File: config.mk
export PLATFORM = sky130hd
export DESIGN_NAME = regfile_write_arbiter
export DESIGN_NICKNAME = d
export VERILOG_FILES = /design/src/rtl/regfile_write_arbiter_pkg.sv /design/src/rtl/regfile_write_arbiter_wb_result_fifo.sv /design/src/rtl/regfile_write_arbiter.sv
export SDC_FILE = /design/constraint.sdc
export NUM_CORES = 1
export LEC_CHECK = 0
export CORE_ASPECT_RATIO = 0.9
export CORE_MARGIN = 2
export CORE_UTILIZATION = 49
export DETAILED_ROUTE_END_ITERATION = 7
export PLACE_DENSITY = 0.86
export SYNTH_ARGS = -nofsm -noshare
export SYNTH_HDL_FRONTEND = slang
export SYNTH_HIERARCHICAL = 1
export SYNTH_SLANG_ARGS = --single-unit
File: constraint.sdc
create_clock -name Clk -period 4.8 [get_ports Clk]
set_clock_uncertainty 0.05 [all_clocks]
set_input_delay 0.72 -clock Clk [delete_from_list [all_inputs] [get_ports Clk]]
set_output_delay 0.72 -clock Clk [all_outputs]
set_load 0.01 [all_outputs]
File: src/rtl/regfile_write_arbiter_pkg.sv
// Shared constants and source-select encoding for the register file write port.
package regfile_write_arbiter_pkg;

    localparam int unsigned RF_DATA_W = 32;
    localparam int unsigned RF_ADDR_W = 5;
    localparam int unsigned NUM_REGS  = 32;

    typedef enum logic [1:0] {
        SRC_NONE   = 2'd0,
        SRC_PIPE   = 2'd1,
        SRC_FIFO   = 2'd2,
        SRC_BYPASS = 2'd3
    } src_sel_e;

endpackage

File: src/rtl/regfile_write_arbiter_wb_result_fifo.sv
// Circular buffer of long-latency {RW, BusW} results; push and pop may coincide.
module wb_result_fifo #(
    parameter int unsigned W     = 37,
    parameter int unsigned DEPTH = 2
) (
    input  logic                     clk,
    input  logic                     rst,
    input  logic                     push,
    input  logic [W-1:0]             push_data,
    input  logic                     pop,
    output logic [$clog2(DEPTH):0]   count,
    output logic [W-1:0]             head
);

    localparam int unsigned CNT_W = $clog2(DEPTH) + 1;
    localparam int unsigned PTR_W = (DEPTH > 1) ? $clog2(DEPTH) : 1;

    logic [W-1:0]     mem [DEPTH];
    logic [PTR_W-1:0] wr_ptr;
    logic [PTR_W-1:0] rd_ptr;

    function automatic logic [PTR_W-1:0] ptr_inc(input logic [PTR_W-1:0] p);
        return (p == PTR_W'(DEPTH - 1)) ? '0 : p + PTR_W'(1);
    endfunction

    assign head = mem[rd_ptr];

    always_ff @(posedge clk) begin
        if (rst) begin
            wr_ptr <= '0;
            rd_ptr <= '0;
            count  <= '0;
        end else begin
            if (push) wr_ptr <= ptr_inc(wr_ptr);
            if (pop)  rd_ptr <= ptr_inc(rd_ptr);
            case ({push, pop})
                2'b10:   count <= count + CNT_W'(1);
                2'b01:   count <= count - CNT_W'(1);
                default: count <= count;
            endcase
        end
    end

    // Storage carries no reset; entries are only read once counted valid.
    always_ff @(posedge clk) begin
        if (push) mem[wr_ptr] <= push_data;
    end

endmodule

File: src/rtl/regfile_write_arbiter.sv
// Merges writeback and long-latency results onto one registered register file
// write port and tracks registers still awaiting a long-latency result.
module regfile_write_arbiter
    import regfile_write_arbiter_pkg::*;
#(
    parameter int unsigned DATA_W = RF_DATA_W,
    parameter int unsigned ADDR_W = RF_ADDR_W,
    parameter int unsigned DEPTH  = 2
) (
    input  logic                    Clk,
    input  logic                    Rst,
    input  logic                    PipeWr,
    input  logic [ADDR_W-1:0]       PipeRW,
    input  logic [DATA_W-1:0]       PipeBusW,
    input  logic                    IssueValid,
    input  logic [ADDR_W-1:0]       IssueRW,
    input  logic                    LongValid,
    input  logic [ADDR_W-1:0]       LongRW,
    input  logic [DATA_W-1:0]       LongBusW,
    output logic                    LongReady,
    output logic                    RegWr,
    output logic [ADDR_W-1:0]       RW,
    output logic [DATA_W-1:0]       BusW,
    output logic [NUM_REGS-1:0]     Pending,
    output logic [$clog2(DEPTH):0]  Count
);

    localparam int unsigned CNT_W = $clog2(DEPTH) + 1;
    localparam int unsigned ENT_W = ADDR_W + DATA_W;

    src_sel_e            src;
    logic                accept;
    logic                push;
    logic                pop;
    logic [ENT_W-1:0]    head;
    logic [ADDR_W-1:0]   head_rw;
    logic [DATA_W-1:0]   head_data;
    logic [ADDR_W-1:0]   sel_rw;
    logic [DATA_W-1:0]   sel_data;
    logic                long_flag;
    logic [NUM_REGS-1:0] pending_nxt;

    assign LongReady            = !Rst && (Count < CNT_W'(DEPTH));
    assign accept               = LongValid && LongReady;
    assign {head_rw, head_data} = head;

    wb_result_fifo #(
        .W     (ENT_W),
        .DEPTH (DEPTH)
    ) u_fifo (
        .clk       (Clk),
        .rst       (Rst),
        .push      (push),
        .push_data ({LongRW, LongBusW}),
        .pop       (pop),
        .count     (Count),
        .head      (head)
    );

    // Source selection; a pipe write to R0 yields the port to the long path.
    always_comb begin
        src      = SRC_NONE;
        sel_rw   = '0;
        sel_data = '0;
        if (PipeWr && (PipeRW != '0)) begin
            src      = SRC_PIPE;
            sel_rw   = PipeRW;
            sel_data = PipeBusW;
        end else if (Count != '0) begin
            src      = SRC_FIFO;
            sel_rw   = head_rw;
            sel_data = head_data;
        end else if (accept) begin
            src      = SRC_BYPASS;
            sel_rw   = LongRW;
            sel_data = LongBusW;
        end
        push = accept && (src != SRC_BYPASS);
        pop  = (src == SRC_FIFO);
    end

    // Clear on the commit edge of a long write; a same-edge issue wins.
    always_comb begin
        pending_nxt = Pending;
        if (RegWr && long_flag) pending_nxt[RW] = 1'b0;
        if (IssueValid && (IssueRW != '0)) pending_nxt[IssueRW] = 1'b1;
        pending_nxt[0] = 1'b0;
    end

    always_ff @(posedge Clk) begin
        if (Rst) begin
            RegWr     <= 1'b0;
            RW        <= '0;
            BusW      <= '0;
            long_flag <= 1'b0;
            Pending   <= '0;
        end else begin
            RegWr     <= (src != SRC_NONE) && (sel_rw != '0);
            long_flag <= (src == SRC_FIFO) || (src == SRC_BYPASS);
            Pending   <= pending_nxt;
            if (src != SRC_NONE) begin
                RW   <= sel_rw;
                BusW <= sel_data;
            end
        end
    end

endmodule
# Word-level counts from Yosys, hierarchy flattened
# Memory sizes are Yosys's and may differ from the RTL's. A register that Yosys moved wholly into a read port is not among the register bits.
# Cells that the tools add are included.
dict set report totals {
  memories 1
  out_inout_bits 73
  regBits 75
  inputBits 84
  ramBits 74
}
# name depth width rd rd_clocked_by_memory_dff write_ports line_no
set memory_table {}
lappend memory_table {u_fifo.mem 2 37 1 1 1 regfile_write_arbiter_wb_result_fifo.sv:18} ;# logic [W-1:0] mem [DEPTH];
dict set report op_classes {
  add_sub_neg 4
  muxes 22
  n_lt_le_gt_ge 5
  eq_ne 5
  reduce_logical 17
  bitwise_logic 3
}
# operator n
set op_table {}
lappend op_table {{2-to-1 mux 32 bit} 5}
lappend op_table {{bitwise AND 32 bit} 1}
lappend op_table {{inverter 32 bit} 1}
lappend op_table {{OR 32 bit} 1}
lappend op_table {{2-to-1 mux 5 bit} 3}
lappend op_table {{nonzero test 5 bit} 3}
lappend op_table {{< comparator 5 x 6 -> 1 bit (second input constant)} 2}
lappend op_table {{demux 1 bit (select 5 bit)} 2}
lappend op_table {{greater-or-equal comparator 5 x 1 -> 1 bit (second input constant)} 2}
lappend op_table {{logical AND 1 bit} 9}
lappend op_table {{2-to-1 mux 1 bit} 8}
lappend op_table {{== test 2 bit (second input constant)} 3}
lappend op_table {{2-to-1 mux 2 bit} 3}
lappend op_table {{nonzero test 2 bit} 3}
lappend op_table {{one-hot mux 2 bit (2 select lines)} 1}
lappend op_table {{adder 1 bit (second input constant)} 2}
lappend op_table {{adder 2 x 1 -> 2 bit (second input constant)} 1}
lappend op_table {{== test 2 x 1 -> 1 bit (second input constant)} 1}
lappend op_table {{< comparator 2 bit (second input constant)} 1}
lappend op_table {{inequality test 2 bit (second input constant)} 1}
lappend op_table {{subtractor 2 x 1 -> 2 bit (second input constant)} 1}
lappend op_table {{zero test 1 bit} 1}
lappend op_table {{logical OR 1 bit} 1}

# Depth between registers and ports, before layout
# Gate-level depths: netlist of the first run.
dict set report depth {
  ltp_word 10
  ltp_mapped 10
}

# Modules after synthesis
# The synthesis of the first run kept the hierarchy.
# module n_inst seq_area_each_um2 area_per_inst_um2 cells_each
set modules_own_cells {}
lappend modules_own_cells {regfile_write_arbiter 1 1401.3 3337.0 392}
lappend modules_own_cells {wb_result_fifo 1 2322.2 2870.3 135}

# Worst setup path before layout of the first run
# No wires, ideal clock.
dict set report synth_path {
  kind {input to register}
  start {input PipeRW[3]}
  end {memory u_fifo.mem[0][0] (enable)}
  path_stages 7
  arrival_ns 3.145
  slack_ns 1.173
  path_cell_list {or4_1 > o21a_1 > buf_6 > buf_2 > o211a_1 > inv_1 > nor2_1}
}
dict set report synth_between {
  elab_chain_cells 7
}
# element line_no
set synth_rtl {}
lappend synth_rtl {{from (decl)} regfile_write_arbiter.sv:13} ;# input logic [ADDR_W-1:0] PipeRW,
lappend synth_rtl {{nonzero test 5 bit} regfile_write_arbiter.sv:65} ;# if (PipeWr && (PipeRW != '0)) begin
lappend synth_rtl {{logical AND 1 bit} regfile_write_arbiter.sv:65}
lappend synth_rtl {{2-to-1 mux 2 bit} regfile_write_arbiter.sv:65}
lappend synth_rtl {{inequality test 2 bit} regfile_write_arbiter.sv:78} ;# push = accept && (src != SRC_BYPASS);
lappend synth_rtl {{logical AND 1 bit} regfile_write_arbiter.sv:78}
lappend synth_rtl {{net push} regfile_write_arbiter.sv:33} ;# logic push;
lappend synth_rtl {{2-to-1 mux 1 bit} regfile_write_arbiter_wb_result_fifo.sv:46} ;# if (push) mem[wr_ptr] <= push_data;
lappend synth_rtl {{2-to-1 mux 1 bit (not written as such)} regfile_write_arbiter_wb_result_fifo.sv:46}
lappend synth_rtl {{to (decl)} regfile_write_arbiter_wb_result_fifo.sv:18}
# The timed path passes the listed nets, and every way through them passes these cells.

# Worst setup path in the final report of the first run
dict set report layout_path {
  start {input PipeRW[2]}
  end {memory u_fifo.mem[1][7] (enable)}
}
# Same word-level chain as after synthesis.

==> out/metrics.sh, run 1 <==
STATUS='finished clean'
GATE_FAMILY_RESPONSIBLE_FOR_THE_MOST_DELAY_ALONG_THE_WORST_PATH='compound AO/OA/AOI/OAI gates'
PLACE_WORST_SETUP_SLACK_NS=1.12
TIMING.CRITICAL_PATH.TO_TYPE='register'
MOST_COMMON_CELL_AFTER_LAYOUT_FILL_AND_TAPS_ASIDE='clkdlybuf4s50_1'
VDD.IR_DROP.WORST_mV=0.378
CORE_AREA_UM2=12200
CLOCKBUFFERDEPTH=2
POSTCTSRESIZEDCELLS=0
TIMING.SETUP.CRITICAL_PATH_CLASS='in2reg'
WORSTPATHCELLLIST='clkdlybuf4s50_1 -> or4_1 -> o21a_4 -> o211a_1 -> and2_2'
YOSYS.CELL_TYPES.COUNT=40
CRITICAL_PATH_PEAK_FANOUT=74
CRITICAL_PATH_ARRIVAL_NS=3.24
SYNTH_SEQ_AREA_SHARE_PCT=60.0
WORST-SLEW-PIN-TRANSITION_NS=1.04
POST_CTS_HOLD_BUFFER_COUNT=0
FRACTION_OF_FINAL_LAYOUT_CELLS_WITH_DRIVE_STRENGTH_GREATER_THAN_1_PCT=14.7
RATIO_OF_FINAL_MINIMUM_PERIOD_TO_CLOCK_PERIOD_PCT=67.8
POWER_DENSITY_nW_PER_UM2=447
TOTALPOWERFINAL_mW=3.76
CTSROOTBUFFERMASTER='clkbuf_16'
AVGSYNTHCELLAREA_UM2=11.8
CLK_PIN_SLEW_WORST_PATHS_NS=0.06
PERIOD_NEEDED_NS=3.25
ANTENNA_LEFT=0
MIN_DELAY_WORST_ENDPOINT='Pending[11]$_SDFF_PP0_'
POST-CTS-SETUP-BUFFERS=0
TIMING.SETUP.TNS_NS=0
INSERTEDDIODECOUNT=0
TIMING.MAX_SLEW.REL_SLACK_PCT=30.8
DRT_PASS1_ITERATIONS=6
FMAXACHIEVABLE_MHz=307
TIMING.FINAL.SETUP_VIOLATIONS=0
ROUTE.VIAS.TOTAL=4834
FLOORPLAN.INITIALDENSITY_PCT=50.8
SYNTH_FP_NETS=612
LAYOUT.CORE_UTILIZATION_PCT=68.8
DIEAREA_UM2=13600
FINALNETCOUNT=753
DIE_HEIGHT_UM=111
CLOCK_SINK_COUNT=149
HOLD_VIOL_FINAL=0
SYN_INST=527
TIMING.MAX_CAP.VIOLATIONS=0
REPORT.FINAL.SLEW_VIOL_COUNT=0
TIMING.RR.END='u_fifo/count[1]$_SDFFE_PP0P_'
SETUP_WS_NS=1.55
INSERTION_DELAY_NS=0.42
PIN_COUNT_OF_THE_BIGGEST_NET_ENTERING_GLOBAL_ROUTING=75
DP_HPWL_MM=10.3
FLOORPLAN.IO_PINS=157
CRIT_PATH_TOP_DELAY_CELL='o21a_4'
VIA_COUNT_OF_THE_FIRST_GLOBAL_ROUTING_PASS=4763
PORT-BUFFER-COUNT=155
REGTOREGSTARTPOINT='u_fifo/count[0]$_SDFFE_PP0P_'
MIN_PATH_CELLS=2
HOLDCRITSTARTPOINT='Pending[11]$_SDFF_PP0_'
WORST_PATH_LARGEST_CELL_DELAY_NS=0.79
START_KIND='primary input'
R2R_SLACK_NS=2.36
GRT_SETUP_UNREPAIRED='false'
HTREE_NUM_LEVELS=4
CTS_BUFFERS=17
PLACEMENTROWS=38
POST_DRT_WL_PER_CELL_UM=18.8
SYNTH_AREA_UM2=6210
REG2REGPATHDEPTH=5
YS_FF_LATCH=149
TRITONCTS_CLOCK_TREE='done'
GRT_REMAINING_OVERFLOW=0
GLOBALROUTETOTALUTIL_PCT=23.4
AVGVIACOUNTPERCELL=5.75
LAYOUT_COMMON_CELLS='clkdlybuf4s50_1, nor2_1, dfxtp_1, edfxtp_1, nand2_1'
GRT_FIRST_PASS_WIRELENGTH_MM=24.6
DIE_W_UM=123
ANTENNA_FOUND_INITIAL=1
CP.BUFFERS_INVERTERS=1
WORST_EP_REQUIRED_TIME_NS=4.79
DRT_ITER0_DRC=453
CELLLEAKAGEPOWER_nW=2.85
AREAGROWTHSYNTHTOFINISH_PCT=35.5
WIRELENGTH_MM=15.8
YOSYS_WARNINGS=6
HP-CLASS='reg2reg'
GPL.FINAL_WEIGHTED_CONGESTION=0.804
DRCVIOLATIONCOUNT=0
[layer usage]
metal / wire, µm / global-route usage, % / vias to the layer above
li1: - / - / 2253
met1: 6490 / 29.3 / 2349
met2: 7950 / 39.2 / 203
met3: 1030 / 5.50 / 27
met4: 293 / 8.66 / 2
met5: 13 / 0 / -
[cell type report]
type                            instances  area, µm²
Fill cell                             838       3810
Sequential cell                       149       3720
Multi-Input combinational cell        340       2270
Timing Repair Buffer                  159       1590
Clock buffer                           20        447
Tap cell                              160        200
Clock inverter                         12        176
Inverter                                1       3.75
[flip-flops by register name, summed over array words and instances (netlist names), named ones only]
name and count:
u_fifo/mem 74, BusW 32, Pending 31, RW 5, u_fifo/count 2, RegWr 1
long_flag 1, u_fifo/rd_ptr 1, u_fifo/wr_ptr 1
[worst max-delay path by stage]
stage | from | endpoint | slack, ns | depth (start not counted)
detailed placement | PipeRW[2] | u_fifo/mem[1][8]$_DFFE_PP_ | 1.12 | 5
global placement | PipeRW[3] | u_fifo/mem[0][1]$_DFFE_PP_ | 1.23 | 7
finish | PipeRW[2] | u_fifo/mem[1][7]$_DFFE_PP_ | 1.55 | 5
global route | PipeRW[3] | u_fifo/mem[0][32]$_DFFE_PP_ | 1.37 | 7
floorplan | PipeRW[3] | u_fifo/mem[0][0]$_DFFE_PP_ | 1.17 | 7
CTS | PipeRW[2] | u_fifo/mem[1][31]$_DFFE_PP_ | 1.54 | 5
[where the power goes]
group | internal (mW) | switching [mW]
registers | 1.44 | 0.106
clock network | 0.883 | 0.508
logic | 0.419 | 0.405
total | 2.74 | 1.02
[per-stage QoR]
step,instances,hold WS [ns],area [µm²]
after floorplan,527,0.431,6210
after global placement,809,0.414,7790
after detailed placement,809,0.420,7790
after CTS,841,0.431,8410
after global routing,841,0.454,8410
final,841,0.431,8410
[cell usage after synthesis]
cell | count | area [µm²]
a21oi_1 | 37 | 185
a221oi_1 | 12 | 105
a221oi_2 | 20 | 300
a22o_1 | 4 | 35.0
a22oi_1 | 33 | 248
and2_1 | 1 | 6.26
and2b_1 | 1 | 7.51
and3_1 | 2 | 12.5
and3b_1 | 3 | 26.3
buf_2 | 8 | 40.0
buf_4 | 2 | 15.0
buf_6 | 8 | 90.1
clkbuf_1 | 18 | 67.6
conb_1 | 1 | 3.75
dfxtp_1 | 75 | 1500
dlymetal6s2s_1 | 1 | 12.5
edfxtp_1 | 74 | 2220
ha_1 | 1 | 12.5
inv_1 | 1 | 3.75
mux2_2 | 37 | 417
mux2i_1 | 4 | 40.0
nand2_1 | 43 | 161
nand3_1 | 1 | 5.00
nand3b_1 | 3 | 22.5
nand4_1 | 2 | 12.5
nor2_1 | 79 | 297
nor2b_1 | 1 | 6.26
nor3_1 | 3 | 15.0
nor3_4 | 1 | 16.3
nor3b_1 | 4 | 30.0
nor4b_4 | 1 | 23.8
o211a_1 | 1 | 10.0
o21a_1 | 2 | 15.0
o21ai_0 | 33 | 165
or2_2 | 1 | 6.26
or3_1 | 3 | 18.8
or3b_2 | 1 | 8.76
or4_1 | 1 | 7.51
xnor2_1 | 3 | 26.3
xor2_1 | 1 | 8.76
[worst register-to-register path, delay by kind of cell, from the launching register on]
| family | cells | cell delay [ns] |
|---|---|---|
| DFF | 1 | 0.48 |
| AOI/OAI and AO/OA | 1 | 0.14 |
| and+or+nand+nor | 3 | 1.38 |
| adders and majority gates | 1 | 0.31 |
[cells by family (layout without fill, tap and decap cells)]
family	after synthesis	after routing	share of synthesized area, %
simple gates	151	151	11.0
flops	149	149	60.0
compound gates	142	142	17.1
mux	41	41	7.36
buf+inv	38	192	3.69
xor+xnor	4	4	0.565
fa+ha+maj	1	1	0.202
other cells	1	1	0.0604
(Power assumes the default switching activity.)
==> run 2, diff against run 1 <==
Settings changed: CORE_UTILIZATION 49 to 44, PLACE_DENSITY 0.86 to 0.82.
Clock period 4.8 ns to 2.9 ns, I/O delays scaled along.
==> out/metrics.sh, run 2 (synthesis results as in run 1) <==
STATUS='finished clean'
LAYOUT_COMMON_CELLS='clkdlybuf4s50_1, nor2_1, dfxtp_1, edfxtp_1, nand2_1'
PIN_COUNT_OF_THE_BIGGEST_NET_ENTERING_GLOBAL_ROUTING=73  # -2.7%
DRT_PASS1_ITERATIONS=7  # +1
FLOORPLAN.IO_PINS=157  # unchanged
WORST-SLEW-PIN-TRANSITION_NS=1.08  # +0.0440 ns
TIMING.CRITICAL_PATH.TO_TYPE='register'
DIE_HEIGHT_UM=117  # +5.3%
TRITONCTS_CLOCK_TREE='done'
HTREE_NUM_LEVELS=4  # unchanged
POST-CTS-SETUP-BUFFERS=0  # unchanged
DP_HPWL_MM=10.8  # +4.9%
CLOCK_SINK_COUNT=149  # unchanged
HP-CLASS='reg2reg'
GRT_FIRST_PASS_WIRELENGTH_MM=24.8  # +0.76%
DPL-INSTANCE-AREA_UM2=7930  # +1.8%
LARGEST_REGISTER='u_fifo/mem'
START_KIND='primary input'
CORE_AREA_UM2=13900  # +14%
PLACEMENTROWS=41  # +7.9%
POWER_DENSITY_nW_PER_UM2=731  # +63%
REPORT.FINAL.SLEW_VIOL_COUNT=0  # unchanged
GLOBALROUTETOTALUTIL_PCT=21.6  # -1.8 points
LARGEST_REGISTER_FF_COUNT=74  # unchanged
TIMING.FINAL.SETUP_VIOLATIONS=0  # unchanged
TOTALPOWERFINAL_mW=6.25  # +66%
FINALNETCOUNT=763  # +1.3%
TIMING.MAX_SLEW.REL_SLACK_PCT=27.7  # -3.1 points
ANTENNA_FOUND_INITIAL=0  # -1
DRT_ITER0_DRC=333  # -26%
FIN_AREA_UM2=8550  # +1.7%
FLOORPLAN.INITIALDENSITY_PCT=44.6  # -6.1 points
POST_DRT_WL_PER_CELL_UM=18.1  # -3.7%
GPL.FINAL_WEIGHTED_CONGESTION=0.889  # +10%
VIA_COUNT_OF_THE_FIRST_GLOBAL_ROUTING_PASS=5071  # +6.5%
PERIOD_NEEDED_NS=2.50
DIE_W_UM=129  # +5.3%
GRT_REMAINING_OVERFLOW=0  # unchanged
CRITICAL_PATH_ARRIVAL_NS=2.79  # -0.45 ns
ROUTE.VIAS.TOTAL=4835  # +0.021%
MOST_COMMON_CELL_AFTER_LAYOUT_FILL_AND_TAPS_ASIDE='clkdlybuf4s50_1'
WIRELENGTH_MM=16.0  # +1.3%
WORST_EP_REQUIRED_TIME_NS=3.19  # -1.60 ns
POST_CTS_HOLD_BUFFER_COUNT=0  # unchanged
PORT-BUFFER-COUNT=155  # unchanged
RATIO_OF_FINAL_MINIMUM_PERIOD_TO_CLOCK_PERIOD_PCT=86.2
CTS_BUFFERS=17  # unchanged
TIMING.SETUP.CRITICAL_PATH_CLASS='in2reg'
LARGEST_REGISTERS='u_fifo/mem x74, BusW x32, Pending x31'
INSERTEDDIODECOUNT=0  # unchanged
CLK_PIN_SLEW_WORST_PATHS_NS=0.06  # about the same
DRCVIOLATIONCOUNT=0  # unchanged
VDD.IR_DROP.WORST_mV=0.441  # +17%
AVGVIACOUNTPERCELL=5.47  # -4.8%
CTSROOTBUFFERMASTER='clkbuf_16'
ANTENNA_LEFT=0  # unchanged
AREAGROWTHSYNTHTOFINISH_PCT=37.8
GRT_SETUP_UNREPAIRED='false'
DIEAREA_UM2=15100  # +11%
INSERTION_DELAY_NS=0.42  # about the same
HOLD_VIOL_FINAL=0  # unchanged
FMAXACHIEVABLE_MHz=400
CLOCKBUFFERDEPTH=2  # unchanged
CELLLEAKAGEPOWER_nW=2.91  # +2.0%
FRACTION_OF_FINAL_LAYOUT_CELLS_WITH_DRIVE_STRENGTH_GREATER_THAN_1_PCT=16.1  # +1.4 points
CRITICAL_PATH_PEAK_FANOUT=3  # -96%
TIMING.MAX_CAP.VIOLATIONS=0  # unchanged
POSTCTSRESIZEDCELLS=0  # unchanged
run 2: per-layer routing:
metal / GRT usage, % / vias to the layer above / share of wire [%]
met3: 6.23 / 31 / 5.5
met2: 38.2 / 179 / 52
met1: 24.2 / 2361 / 40
met5: 0 / - / 0
met4: 9.86 / 0 / 2.2
li1: - / 2264 / -
run 2: area by class of cell:
class | instances | area, µm²
Fill cell | 1108 | 5350
Inverter | 1 | 3.75
Sequential cell | 149 | 3720
Clock inverter | 14 | 183
Clock buffer | 18 | 439
Multi-Input combinational cell | 340 | 2270
Tap cell | 193 | 241
Timing Repair Buffer | 169 | 1690
run 2: final timing paths:
kind                                              startpoint  slack [ns]                           end  cells after the start
worst min-delay path                  Pending[31]$_SDFF_PP0_        0.43        Pending[31]$_SDFF_PP0_                      2
worst max-delay path                               PipeRW[1]        0.40  u_fifo/count[1]$_SDFFE_PP0P_                      8
worst max register to register  u_fifo/count[1]$_SDFFE_PP0P_        0.75   u_fifo/mem[0][28]$_DFFE_PP_                      4
worst min register to register        Pending[31]$_SDFF_PP0_        0.43        Pending[31]$_SDFF_PP0_                      2
run 2: critical path: stages:
cell,delay [ns]
clkdlybuf4s50_1,0.41
or4_1,0.54
o21a_4,0.24
o211a_1,0.25
inv_1,0.13
ha_1,0.28
or3_1,0.35
a21oi_1,0.15
run 2: through the flow:
stage	util, %	std cells	hold WS [ns]	TNS [ns]	worst slack (ns)
after floorplan	-	527	0.431	0	0.157
after global placement	57.0	852	0.417	0	0.0558
after detailed placement	57.0	852	0.425	-0.00787	-0.00787
after CTS	61.5	884	0.433	0	0.419
after global routing	61.5	884	0.443	0	0.313
final	61.5	884	0.431	0	0.401
run 2: where the power goes:
part           leakage [nW]  internal [mW]  switching [mW]
clock                 0.296           1.45           0.838
combinational          1.33          0.723           0.702
sequential             1.29           2.38           0.150
==> run 3, diff against run 2 <==
Settings changed: PLACE_DENSITY 0.82 to unset, PLACE_DENSITY_LB_ADDON set to 0.1.
==> out/metrics.sh, run 3 (synthesis results as in run 1) <==
STATUS='finished clean'
POWER.SWITCHING_mW=1.67  # -1.4%
POWER_DENSITY_nW_PER_UM2=735  # +0.62%
WORST_PATH_LARGEST_CELL_DELAY_NS=0.55  # about the same
DIE_W_UM=129  # unchanged
HOLD_VIOL_FINAL=0  # unchanged
LARGEST_REGISTER_FF_COUNT=74  # unchanged
CLK_PIN_SLEW_WORST_PATHS_NS=0.06  # about the same
CORE_AREA_UM2=13900  # unchanged
GLOBALROUTETOTALUTIL_PCT=21.1  # -0.48 points
POSTCTSRESIZEDCELLS=0  # unchanged
PERIOD_NEEDED_NS=2.49  # -0.0111 ns
VDD.IR_DROP.WORST_mV=0.542  # +23%
START_KIND='primary input'
DPL-INSTANCE-AREA_UM2=7940  # about the same
FLOORPLAN.INITIALDENSITY_PCT=44.6  # unchanged
AREAGROWTHSYNTHTOFINISH_PCT=37.8  # about the same
CRITICAL_PATH_PEAK_FANOUT=4  # +1
DIEAREA_UM2=15100  # unchanged
ROUTE.VIAS.TOTAL=4734  # -2.1%
WORST-SLEW-PIN-TRANSITION_NS=1.19  # +0.112 ns
REPORT.FINAL.SLEW_VIOL_COUNT=0  # unchanged
POST_DRT_WL_PER_CELL_UM=17.3  # -4.2%
TIMING.SETUP.CRITICAL_PATH_CLASS='in2reg'
NUM-FILL-CELLS=1140  # +2.9%
POWER_FRAC_SEQ_PCT=40.0  # -0.5 points
CTSROOTBUFFERMASTER='clkbuf_16'
GRT_REMAINING_OVERFLOW=0  # unchanged
ANTENNA_FOUND_INITIAL=0  # unchanged
INTERNAL_POWER_mW=4.62  # +1.4%
FRACTION_OF_FINAL_LAYOUT_CELLS_WITH_DRIVE_STRENGTH_GREATER_THAN_1_PCT=15.5  # -0.60 points
DRT_ITER0_DRC=403  # +21%
DP_HPWL_MM=10.3  # -5.2%
PIN_COUNT_OF_THE_BIGGEST_NET_ENTERING_GLOBAL_ROUTING=77  # +5.5%
LAYOUT_COMMON_CELLS='clkdlybuf4s50_1, nor2_1, dfxtp_1, edfxtp_1, nand2_1'
WORST_EP_REQUIRED_TIME_NS=3.20  # about the same
CRIT_PATH_TOP_DELAY_CELL='or4_1'
ANTENNA_LEFT=0  # unchanged
POST-CTS-SETUP-BUFFERS=0  # unchanged
FMAXACHIEVABLE_MHz=402  # +0.45%
PORT-BUFFER-COUNT=155  # unchanged
RATIO_OF_FINAL_MINIMUM_PERIOD_TO_CLOCK_PERIOD_PCT=85.8  # -0.38 points
DIE_HEIGHT_UM=117  # unchanged
INSERTEDDIODECOUNT=0  # unchanged
FLOORPLAN.IO_PINS=157  # unchanged
GRT_FIRST_PASS_WIRELENGTH_MM=24.3  # -2.1%
GPL.FINAL_WEIGHTED_CONGESTION=0.869  # -2.2%
WIRELENGTH_MM=15.3  # -4.1%
PLACEMENTROWS=41  # unchanged
TRITONCTS_CLOCK_TREE='done'
FIN_AREA_UM2=8560  # about the same
CELLLEAKAGEPOWER_nW=2.93  # +0.52%
POWER.SHARE.SWITCHING_PCT=26.5  # -0.54 points
TIMING.MAX_CAP.VIOLATIONS=0  # unchanged
DRCVIOLATIONCOUNT=0  # unchanged
HTREE_NUM_LEVELS=4  # unchanged
SHARE_COMB_OF_TOTAL_POWER_PCT=23.0  # +0.2 points
TIMING.CRITICAL_PATH.TO_TYPE='register'
CTS_BUFFERS=17  # unchanged
LAYOUT.CORE_UTILIZATION_PCT=61.5  # about the same
MOST_COMMON_CELL_AFTER_LAYOUT_FILL_AND_TAPS_ASIDE='clkdlybuf4s50_1'
CLOCKBUFFERDEPTH=2  # unchanged
WORSTPATHCELLLIST='clkdlybuf4s50_1 -> or4_1 -> o21a_4 -> o211a_1 -> inv_1 -> ha_1 -> or3_1 -> a21oi_1'
VIA_COUNT_OF_THE_FIRST_GLOBAL_ROUTING_PASS=4713  # -7.1%
LARGEST_REGISTER='u_fifo/mem'
POST_CTS_HOLD_BUFFER_COUNT=0  # unchanged
LARGEST_REGISTERS='u_fifo/mem x74, BusW x32, Pending x31'
AVGVIACOUNTPERCELL=5.35  # -2.2%
FINALNETCOUNT=764  # +0.13%
GRT_SETUP_UNREPAIRED='false'
HP-CLASS='reg2reg'
TIMING.SETUP.TNS_NS=0  # unchanged
PART_OF_THE_POWER_IN_THE_CLOCK_NETWORK_PCT=37.0  # +0.3 points
TIMING.FINAL.SETUP_VIOLATIONS=0  # unchanged
CRITICAL_PATH_ARRIVAL_NS=2.79  # about the same
TIMING.MAX_SLEW.REL_SLACK_PCT=20.2  # -7.5 points
INSERTION_DELAY_NS=0.42  # about the same
CLOCK_SINK_COUNT=149  # unchanged
DRT_PASS1_ITERATIONS=5  # -2
run 3: final timing paths:
path / end / slack (ns) / start / depth (start not counted)
worst max register to register: u_fifo/mem[0][35]$_DFFE_PP_ / 0.69 / u_fifo/count[0]$_SDFFE_PP0P_ / 3
worst min register to register: Pending[29]$_SDFF_PP0_ / 0.43 / Pending[29]$_SDFF_PP0_ / 2
worst max-delay path: u_fifo/count[1]$_SDFFE_PP0P_ / 0.41 / PipeRW[1] / 8
worst min-delay path: Pending[29]$_SDFF_PP0_ / 0.43 / Pending[29]$_SDFF_PP0_ / 2
run 3: power groups by stage:
stage               combinational (mW)  clock (mW)  sequential [mW]
CTS                               1.46        2.37             2.52
detailed placement                1.45           0             2.56
floorplan                        0.909           0             2.55
global route                      1.58        2.46             2.54
finish                            1.45        2.33             2.52
global placement                  1.44           0             2.56
run 3: cell type report:
| type | count | area (µm²) | area share, % |
|---|---|---|---|
| clock inverters | 14 | 189 | 2.21 |
| well taps | 193 | 241 | 2.82 |
| inverters | 1 | 3.75 | 0.0439 |
| multi-input cells | 340 | 2270 | 26.5 |
| repair buffers | 170 | 1700 | 19.8 |
| clock buffers | 18 | 429 | 5.02 |
| flip-flops and latches | 149 | 3720 | 43.5 |
run 3: metrics by stage:
step	hold WS [ns]	setup WS [ns]	instances	total power [mW]
4_1_cts	0.430	0.448	885	6.35
6_report	0.431	0.412	885	6.29
2_1_floorplan	0.431	0.157	527	3.46
5_1_grt	0.458	0.374	885	6.58
3_5_place_dp	0.420	0.00910	853	4.02
3_3_place_gp	0.410	0.0646	853	3.99
run 3: worst max-delay path, delay by kind of cell:
kind / cells / cell delay, ns
AO/OA/AOI/OAI: 3 / 0.59
buffers and inverters: 2 / 0.57
AND/OR/NAND/NOR: 2 / 0.90
adder cells (fa/ha/maj): 1 / 0.28
run 3: layer usage:
metal / up-vias / wire (µm) / GRT usage [%]
met5: - / 0 / 0
met4: 0 / 157 / 5.80
met3: 13 / 1050 / 8.29
met2: 152 / 7450 / 33.5
met1: 2298 / 6670 / 27.1
li1: 2271 / - / -
